[src/rtl/fd_latch_ctrl.sv]
// Fetch-to-Decode latch sequencer: load/valid generation, fetch back-pressure,
// flush bubble insertion, exception hold, and saturating stall/flush counters.
module fd_latch_ctrl #(
  parameter int FLUSH_CYCLES = 2,
  parameter int CNT_W        = 16
) (
  input  logic             clk,
  input  logic             clr,
  input  logic             f_valid,
  input  logic             f_ie,
  input  logic             d_stall,
  input  logic             flush_br,
  input  logic             flush_exc,
  input  logic             exc_ack,
  output logic             latch_ld,
  output logic             latch_valid_wr,
  output logic             f_stall,
  output logic             latch_occ,
  output logic [1:0]       state,
  output logic [CNT_W-1:0] stall_cycles,
  output logic [CNT_W-1:0] flush_cnt
);

  typedef enum logic [1:0] {
    RUN      = 2'd0,
    STALL    = 2'd1,
    FLUSH    = 2'd2,
    EXC_WAIT = 2'd3
  } state_t;

  localparam logic [3:0] FLUSH_LOAD = 4'(FLUSH_CYCLES - 1);

  state_t           state_r, state_nxt_s;
  logic [3:0]       flush_ctr_r, flush_ctr_nxt_s;
  logic             latch_occ_r;
  logic [CNT_W-1:0] stall_cycles_r, flush_cnt_r;
  logic             flush_s, hold_s, stall_inc_s, flush_inc_s;

  function automatic logic [CNT_W-1:0] sat_inc(input logic [CNT_W-1:0] v);
    if (v == {CNT_W{1'b1}}) begin
      return v;
    end else begin
      return v + {{(CNT_W-1){1'b0}}, 1'b1};
    end
  endfunction

  // Next-state, flush countdown and zero-latency latch/fetch controls
  always_comb begin
    flush_s         = flush_br | flush_exc;
    hold_s          = 1'b0;
    latch_ld        = 1'b1;
    latch_valid_wr  = 1'b0;
    f_stall         = 1'b1;
    state_nxt_s     = state_r;
    flush_ctr_nxt_s = flush_ctr_r;
    stall_inc_s     = 1'b0;
    flush_inc_s     = 1'b0;
    if (clr) begin
      state_nxt_s = RUN;
    end else if (flush_s) begin
      state_nxt_s     = FLUSH;
      flush_ctr_nxt_s = FLUSH_LOAD;
      flush_inc_s     = 1'b1;
    end else begin
      case (state_r)
        RUN, STALL: begin
          // STALL is only entered with the latch occupied, so d_stall alone holds it
          hold_s = (state_r == RUN) ? (latch_occ_r & d_stall) : d_stall;
          if (hold_s) begin
            latch_ld    = 1'b0;
            state_nxt_s = STALL;
            stall_inc_s = 1'b1;
          end else begin
            latch_valid_wr = f_valid;
            f_stall        = 1'b0;
            state_nxt_s    = (f_valid & f_ie) ? EXC_WAIT : RUN;
          end
        end
        FLUSH: begin
          if (flush_ctr_r == 4'd0) begin
            state_nxt_s = RUN;
          end else begin
            flush_ctr_nxt_s = flush_ctr_r - 4'd1;
          end
        end
        EXC_WAIT: begin
          if (latch_occ_r & d_stall) begin
            latch_ld = 1'b0;
          end else begin
            latch_ld = 1'b1;
          end
          state_nxt_s = exc_ack ? RUN : EXC_WAIT;
        end
        default: begin
          state_nxt_s = RUN;
        end
      endcase
    end
  end

  // State, latch occupancy and performance counter registers
  always_ff @(posedge clk) begin
    if (clr) begin
      state_r        <= RUN;
      flush_ctr_r    <= 4'd0;
      latch_occ_r    <= 1'b0;
      stall_cycles_r <= {CNT_W{1'b0}};
      flush_cnt_r    <= {CNT_W{1'b0}};
    end else begin
      state_r     <= state_nxt_s;
      flush_ctr_r <= flush_ctr_nxt_s;
      if (latch_ld) begin
        latch_occ_r <= latch_valid_wr;
      end
      if (stall_inc_s) begin
        stall_cycles_r <= sat_inc(stall_cycles_r);
      end
      if (flush_inc_s) begin
        flush_cnt_r <= sat_inc(flush_cnt_r);
      end
    end
  end

  assign state        = state_r;
  assign latch_occ    = latch_occ_r;
  assign stall_cycles = stall_cycles_r;
  assign flush_cnt    = flush_cnt_r;

endmodule

[config.mk]
export PLATFORM = sky130hd
export DESIGN_NAME = fd_latch_ctrl
export DESIGN_NICKNAME = d
export VERILOG_FILES = /design/src/rtl/fd_latch_ctrl.sv
export SDC_FILE = /design/constraint.sdc
export NUM_CORES = 1
export LEC_CHECK = 0
export ABC_CLOCK_PERIOD_IN_PS = 2600
export CAP_MARGIN = 20
export CORE_ASPECT_RATIO = 0.9
export CORE_MARGIN = 2
export CORE_UTILIZATION = 45
export DETAILED_ROUTE_END_ITERATION = 8
export PLACE_DENSITY_LB_ADDON = 0.12
export SLEW_MARGIN = 30
export SYNTH_ARGS = -nofsm -noshare
export SYNTH_HDL_FRONTEND = slang
export SYNTH_SLANG_ARGS = --single-unit
[constraint.sdc]
create_clock -name clk -period 2.6 [get_ports clk]
set_input_delay 0.39 -clock clk [delete_from_list [all_inputs] [get_ports clk]]
set_output_delay 0.39 -clock clk [all_outputs]
set_load 0.02 [all_outputs]
## Word level (Yosys, flattened, before mapping)

Cells that the tools add are included.

| operators by class | value |
|---|---|
| multiplexer cells | 28 |
| add/sub/neg operators | 3 |
| equality and inequality tests | 8 |
| bitwise gates (word level) | 6 |
| reductions and logical operators | 9 |

Operators with widths:

| operator | number |
|---|---|
| $add 16x1->16 const B | 2 |
| $eq 16x16->1 const B | 2 |
| $mux 1 | 21 |
| $mux 2 | 5 |
| $reduce_and 2->1 | 4 |
| $pmux 2 s3 | 1 |
| $eq 2x2->1 const B | 2 |
| $logic_not 4->1 | 1 |
| $ne 2x2->1 const B | 2 |
| $reduce_or 2->1 | 2 |
| $sub 4x1->4 const B | 1 |
| $ne 3x3->1 const B | 1 |
| $not 1->1 | 3 |
| $and 1x1->1 | 2 |
| $eq 2x1->1 const B | 1 |
| $logic_not 2->1 | 1 |
| $pmux 1 s2 | 1 |
| $reduce_bool 2->1 | 1 |
| $or 1x1->1 | 1 |

| storage, ports and cells | value |
|---|---|
| bits in registers | 39 |
| word-level logic and storage cells | 61 |
| bits of input ports | 8 |
| output and inout port bits | 38 |

## Depth between registers and ports, before layout

Gate-level depths: netlist (run 1).

| depth | value |
|---|---|
| depth after elaboration | 7 |
| gate-level depth with buffers | 7 |
| gate-level depth less buffers | 5 |

## Worst setup path after synthesis (run 1)

OpenSTA, ideal clock, no wires.

| timing path | value |
|---|---|
| path type | register to register |
| from | reg flush_cnt_r[0], in the netlist flush_cnt[0] |
| to | reg flush_cnt_r[14], in the netlist flush_cnt[14] |
| data arrival time | 1.919 ns |
| buffers on the path | 1 |
| data required time | 2.530 ns |
| cell stages (with the launch flop) | 7 |
| setup slack | 0.611 ns |
| library setup time | 0.070 ns |
| clock period less this slack | 1.989 ns |
| path through | dfxtp_1 -> ha_1 -> nand4_1 -> or3_1 -> buf_2 -> or4_1 -> a21oi_1 |

| on the way | value |
|---|---|
| cells in the longest elaborated chain, start to end | 3 |
| elaborated cells between the ends (all ways) | 4 |
| those cells by class | add/sub (1); eq/ne (1); bitwise (1); reduce/logical (1) |

RTL lines:

| element | RTL line | source |
|---|---|---|
| start, declared | 36 | `logic [CNT_W-1:0] stall_cycles_r, flush_cnt_r;` |
| start signal, assigned | 108 | `flush_cnt_r <= {CNT_W{1'b0}};` |
| start signal, assigned | 119 | `flush_cnt_r <= sat_inc(flush_cnt_r);` |
| branches (longest 3 deep; another with $add 16x1->16) | n/a |  |

Parallel ways; which one is timed is not known.
A chain may end at the register's enable or synchronous reset.

## Final worst setup path (run 1)

| timing path | value |
|---|---|
| from | in flush_exc |
| to | out latch_valid_wr |

| on the way | value |
|---|---|
| cells in the longest elaborated chain, start to end | 3 |

RTL lines:

| element | RTL line | source |
|---|---|---|
| start, declared | 13 | `input logic flush_exc,` |
| $or 1x1->1 | 49 | `flush_s = flush_br \| flush_exc;` |
| $mux 1 | 60 | `end else if (flush_s) begin` |
| $mux 1 | 58 | `if (clr) begin` |
| end, declared | 16 | `output logic latch_valid_wr,` |

Every way passes these cells.

==> flow_metrics.tcl, run 1 <==
set metrics [dict create \
    hold_viol 0 \
    critPathBufInv 2 \
    drc 0 \
    via_count 2034 \
    cp.required_ns 2.21 \
    core_area_mm2 0.004403 \
    ant_nets 0 \
    fin_crit_ns 2.401 \
    slew_headroom 0.5698 \
    firstDrtPassIters 4 \
    cp-start-kind "input port" \
    clock_sinks 39 \
    gp_congestion 0.8322 \
    async_flop_share 0 \
    clk_path_buf_depth 2 \
    status "completed" \
    multi_input_area_mm2 0.001172 \
    fmax_ghz 0.4165 \
    start_util 0.4598 \
    post_cts.repair.setup_buffers 0 \
    drt_iter0_drc 84 \
    die_height_um 67.63 \
    endpoint_kind "primary output" \
    syn_to_final_growth_pct 32.51 \
    crit_top_cell "clkdlybuf4s50_1" \
    setup_tns_ns 0 \
    timing.max_cap.violations 0 \
    setup_viol 0 \
    cts_root_buffer "clkbuf_8" \
    track_usage 0.2108 \
    fill_cells 402 \
    synth_cell_types 47 \
    rows 23 \
    drive_gt1_frac 0.07931 \
    grt_max_degree 16 \
    insertion_delay_ns 0.29 \
    worst_pin_slew_ns 0.6404 \
    wirelength_um 5025 \
    synth_cells 237 \
    rsz0062_at_grt "no" \
    critPathKind "input port to primary output" \
    peakVddDrop_mv 0.2913 \
    yosys_warnings 0 \
    register_area_um2 780.7 \
    p_leak_nw 0.8097 \
    synth_flop_cell "dfxtp_1" \
    crit_path_top_delay_cell "clkdlybuf4s50_1" \
    critPathArrivalTime_ns 2.01 \
    grt_pass1_wl_um 8245 \
    die_area_mm2 0.005052 \
    syn-cell-area_mm2 0.002024 \
    pre_cts_slack_ns 0.2060 \
    dpl.hpwl_um 3581 \
    insertedDiodeCount 0 \
    cts_resized 0 \
    cts_buffers 5 \
    grt_pass1_vias 1737 \
    fin_crit_sh 0.9235 \
    grt_overflow 0 \
    fin_nets 300 \
    placed_cell_area_mm2 0.002582 \
    tritoncts "yes" \
    wl_per_cell_um 14.28 \
    yosysSeqAreaShare 0.3857 \
    worst_slack_ns 0.1989 \
    cpPeakStageDelay_ns 0.60 \
    syn_nets 248 \
    ys_ff_latch 39 \
    maxSlewViolCount 0 \
    hp-class "flip-flop to flip-flop" \
    ios 46 \
    dieWidth_um 74.70 \
    reg2reg_slack_ns 0.56 \
    viasPerCell 5.778 \
    design_area_mm2 0.002683 \
    clk_pin_slew_ns 0.08 \
    synth-edff-count 0 \
    htree_levels 2 \
    cp_top_family "buffers and inverters" \
    crit_chain "clkdlybuf4s50_1, nor3_1, and3_1, clkdlybuf4s50_1" \
    io_buffers 45 \
    clock_skew_ns 0.005810 \
    p_per_area_mw_per_mm2 430.7 \
    antenna_found_initial 0 \
    hold_buffers 0 \
    worstPathMaxFanout 5 \
    avgSynthCellArea_um2 8.542 \
]
## where the power goes
part / total (mW) / switching, mW / internal [mW]
Combinational: 0.0905 / 0.0492 / 0.0413
Clock: 0.450 / 0.207 / 0.242
Sequential: 0.615 / 0.0108 / 0.605
Total: 1.16 / 0.267 / 0.888
## cells in the mapped netlist, types with 2 or more instances
| library cell | n | share of area |
|---|---|---|
| nand2b_1 | 2 | 0.0062 |
| o21ai_1 | 8 | 0.020 |
| a211oi_1 | 2 | 0.0074 |
| o21ai_0 | 2 | 0.0049 |
| nor3_1 | 3 | 0.0074 |
| o41ai_1 | 4 | 0.017 |
| o21a_1 | 2 | 0.0074 |
| nor4_1 | 2 | 0.0062 |
| o31ai_1 | 13 | 0.048 |
| xnor2_1 | 3 | 0.013 |
| or4_1 | 16 | 0.059 |
| and4_1 | 2 | 0.0087 |
| dfxtp_1 | 39 | 0.39 |
| o311ai_1 | 3 | 0.013 |
| and3_1 | 3 | 0.0093 |
| nor2_1 | 10 | 0.019 |
| nand4_1 | 11 | 0.034 |
| or3_1 | 11 | 0.034 |
| inv_1 | 6 | 0.011 |
| mux2i_1 | 3 | 0.015 |
| ha_1 | 3 | 0.019 |
| a21oi_1 | 26 | 0.064 |
| clkbuf_1 | 4 | 0.0074 |
| buf_2 | 6 | 0.015 |
| nand3_1 | 14 | 0.035 |
| nand2_1 | 18 | 0.033 |
## registers in the layout, summed over array words and instances (netlist names)
signal	cells
flush_cnt	16
stall_cycles	16
flush_ctr_r	4
state	2
latch_occ	1
## layout by cell type, fill, tap and decap left out, types with 11 or more instances in the layout
cell type	netlist	layout
nand4_1	11	11
nand2_1	18	18
or4_1	16	16
dfxtp_1	39	39
a21oi_1	26	26
o31ai_1	13	13
clkdlybuf4s50_1	0	45
nand3_1	14	14
or3_1	11	11
## kinds of logic after synthesis
kind of cell | synth area share
simple gates | 0.3035
compound gates | 0.2188
flops | 0.3857
buf+inv | 0.03522
mux | 0.02040
fa+ha+maj | 0.02349
xor+xnor | 0.01298
## stage by stage
step	hold WS (ns)	util	cells	power [mW]
global placement	0.4936	0.5865	344	0.7181
detailed placement	0.4879	0.5865	344	0.7201
floorplan	0.4851	-	237	0.6761
finish	0.5116	0.6093	352	1.155
CTS	0.5065	0.6093	352	1.167
global route	0.5357	0.6093	352	1.210
## worst paths after layout
check / cells after the start / to / from
max: 4 / latch_valid_wr / flush_exc
min: 2 / stall_cycles[14]$_SDFFE_PP0P_ / stall_cycles[14]$_SDFFE_PP0P_
max reg2reg: 5 / flush_cnt[14]$_SDFFE_PP0P_ / flush_cnt[0]$_SDFFE_PP0P_
min reg2reg: 2 / stall_cycles[14]$_SDFFE_PP0P_ / stall_cycles[14]$_SDFFE_PP0P_
## routing by layer
| layer | track usage | wire length, µm | vias to the layer above | share of wire |
|---|---|---|---|---|
| met2 | 0.2998 | 2133 | 41 | 0.42 |
| met5 | 0 | 0 | - | 0 |
| met1 | 0.3130 | 2652 | 954 | 0.53 |
| met4 | 0.07366 | 45 | 0 | 0.0090 |
| li1 | - | - | 1035 | - |
| met3 | 0.04328 | 194 | 4 | 0.039 |
## final cells by class
cell class	count	share of cell area
Clock buffer	8	0.03731
Inverter	7	0.009795
Multi-Input combinational cell	181	0.4370
Sequential cell	39	0.2910
Tap cell	62	0.02892
Timing Repair Buffer	55	0.1959
## worst reg2reg max path: stages (launching register included)
cell	delay, ns
dfxtp_1	0.44
ha_1	0.29
nand4_1	0.15
or3_1	0.45
or4_1	0.50
a21oi_1	0.15
No activity file was read; power rests on OpenSTA's default activity.
==> run 2: changes to the inputs <==
--- a/config.mk
+++ b/config.mk
@@ -7,11 +7,14 @@
 export LEC_CHECK = 0
 export ABC_CLOCK_PERIOD_IN_PS = 2600
 export CAP_MARGIN = 20
+export CELL_PAD_IN_SITES_DETAIL_PLACEMENT = 1
+export CELL_PAD_IN_SITES_GLOBAL_PLACEMENT = 1
 export CORE_ASPECT_RATIO = 0.9
 export CORE_MARGIN = 2
-export CORE_UTILIZATION = 45
+export CORE_UTILIZATION = 37
 export DETAILED_ROUTE_END_ITERATION = 8
 export PLACE_DENSITY_LB_ADDON = 0.12
+export REMOVE_ABC_BUFFERS = 1
 export SLEW_MARGIN = 30
 export SYNTH_ARGS = -nofsm -noshare
 export SYNTH_HDL_FRONTEND = slang
==> flow_metrics.tcl, run 2 (same netlist as run 1, synthesis figures left out) <==
set metrics [dict create \
    cp-start-kind "input port" \
    status "completed" \
    die_area_mm2 0.006080 \
    cp.required_ns 2.21 \
    grt_pass1_vias 2032 \
    drc 0 \
    wl_per_cell_um 15.57 \
    wirelength_um 5543 \
    cts_root_buffer "clkbuf_8" \
    layout.cells.most_common_list "clkdlybuf4s50_1, dfxtp_1, a21oi_1" \
    pre_cts_slack_ns 0.2025 \
    insertion_delay_ns 0.29 \
    die_height_um 74.18 \
    clk_path_buf_depth 2 \
    track_usage 0.1961 \
    clk_pin_slew_ns 0.07 \
    maxSlewViolCount 0 \
    gp_congestion 0.7523 \
    tritoncts "yes" \
    hp-start "stall_cycles[14]$_SDFFE_PP0P_" \
    drive_gt1_frac 0.07612 \
    critPathKind "input port to primary output" \
    peakVddDrop_mv 0.2851 \
    syn_to_final_growth_pct 32.45 \
    io_buffers 45 \
    worst_r2r_endpoint "flush_cnt[14]$_SDFFE_PP0P_" \
    htree_levels 2 \
    p_per_area_mw_per_mm2 432.3 \
    fmax_ghz 0.4179 \
    hold-worst-slack_ns 0.5035 \
    dp.cells 348 \
    timing.max_cap.violations 0 \
    layout_commonest_cell "clkdlybuf4s50_1" \
    endpoint_kind "primary output" \
    worst_slack_ns 0.2070 \
    antenna_found_initial 0 \
    grt_pass1_wl_um 9321 \
    grt_overflow 0 \
    cts_buffers 5 \
    min_to "stall_cycles[14]$_SDFFE_PP0P_" \
    setup_tns_ns 0 \
    ant_nets 0 \
    setup_viol 0 \
    insertedDiodeCount 0 \
    p_leak_nw 0.8055 \
    slew_headroom 0.5832 \
    clock_skew_ns 0.003647 \
    design_area_mm2 0.002681 \
    core_area_mm2 0.005255 \
    layoutNonFillerInstCount 356 \
    hold_path_depth 2 \
    clock_sinks 39 \
    viasPerCell 5.862 \
    post_cts.repair.setup_buffers 0 \
    dieWidth_um 81.97 \
    timing.rr.start "flush_cnt[0]$_SDFFE_PP0P_" \
    via_count 2087 \
    fin_nets 299 \
    fin_crit_sh 0.9204 \
    firstDrtPassIters 4 \
    worst_pin_slew_ns 0.6204 \
    critPathArrivalTime_ns 2.00 \
    ios 46 \
    start_util 0.3852 \
    rows 25 \
    grt_max_degree 22 \
    hold_viol 0 \
    placed_cell_area_mm2 0.002581 \
    dpl.hpwl_um 4080 \
    worstRegToRegCells 5 \
    drt_iter0_drc 56 \
    worstPathMaxFanout 4 \
    rsz0062_at_grt "no" \
    reg2reg_slack_ns 0.59 \
    fin_crit_ns 2.393 \
    cts_resized 0 \
    hold_buffers 0 \
    hp-class "flip-flop to flip-flop" \
]
## run 2: changes by cell type in the layout (fill, tap and decap cells not counted)
| cell | before | now |
|---|---|---|
| buf_4 | 10 | 9 |
## run 2: area by class of cell
type,instances,area [µm²]
tap,67,83.83
clock buffer,8,100.1
inverter,7,26.28
timing repair buffer,54,518.0
multi-input combinational,181,1172
fill,649,2574
sequential,39,780.7
## run 2: worst max-delay path by stage
stage                                            start                             to  cells after the start
after detailed placement                       d_stall                 latch_valid_wr                      5
after global placement                       flush_exc                       latch_ld                      4
after global routing                           d_stall                 latch_valid_wr                      5
after floorplan           stall_cycles[0]$_SDFFE_PP0P_  stall_cycles[15]$_SDFFE_PP0P_                      5
final                                          d_stall                 latch_valid_wr                      5
after CTS                                      d_stall                 latch_valid_wr                      5
## run 2: per-layer routing
metal / vias up / GRT usage / share of wire
li1: 1035 / - / -
met1: 1004 / 0.2530 / 0.47
met2: 40 / 0.3324 / 0.48
met3: 8 / 0.03762 / 0.039
met4: 0 / 0.06111 / 0.011
met5: - / 0 / 0
## run 2: where the power goes
group	internal [mW]	total (mW)	switching [mW]	leakage [nW]
registers	0.605	0.616	0.0109	0.315
clock network	0.242	0.452	0.210	0.0515
logic	0.0411	0.0917	0.0506	0.439
total	0.888	1.16	0.271	0.806
## run 2: worst max-delay path, cell delays in order
cell and delay [ns]:
clkdlybuf4s50_1 0.49, o21a_1 0.14, nor2_1 0.20, and3_1 0.18
clkdlybuf4s50_1 0.60
## run 2: stage by stage
step / util / power [mW]
after floorplan: - / 0.6695
after global placement: 0.4912 / 0.7195
after detailed placement: 0.4912 / 0.7224
after CTS: 0.5102 / 1.175
after global routing: 0.5102 / 1.208
final: 0.5102 / 1.159
==> run 3: changes to the inputs <==
--- a/config.mk
+++ b/config.mk
@@ -12,6 +12,7 @@
 export CORE_ASPECT_RATIO = 0.9
 export CORE_MARGIN = 2
 export CORE_UTILIZATION = 37
+export CTS_CLUSTER_SIZE = 8
 export DETAILED_ROUTE_END_ITERATION = 8
 export PLACE_DENSITY_LB_ADDON = 0.12
 export REMOVE_ABC_BUFFERS = 1
==> results of run 3 <==
Final layout, timing and power as in run 2 (identical DEF).
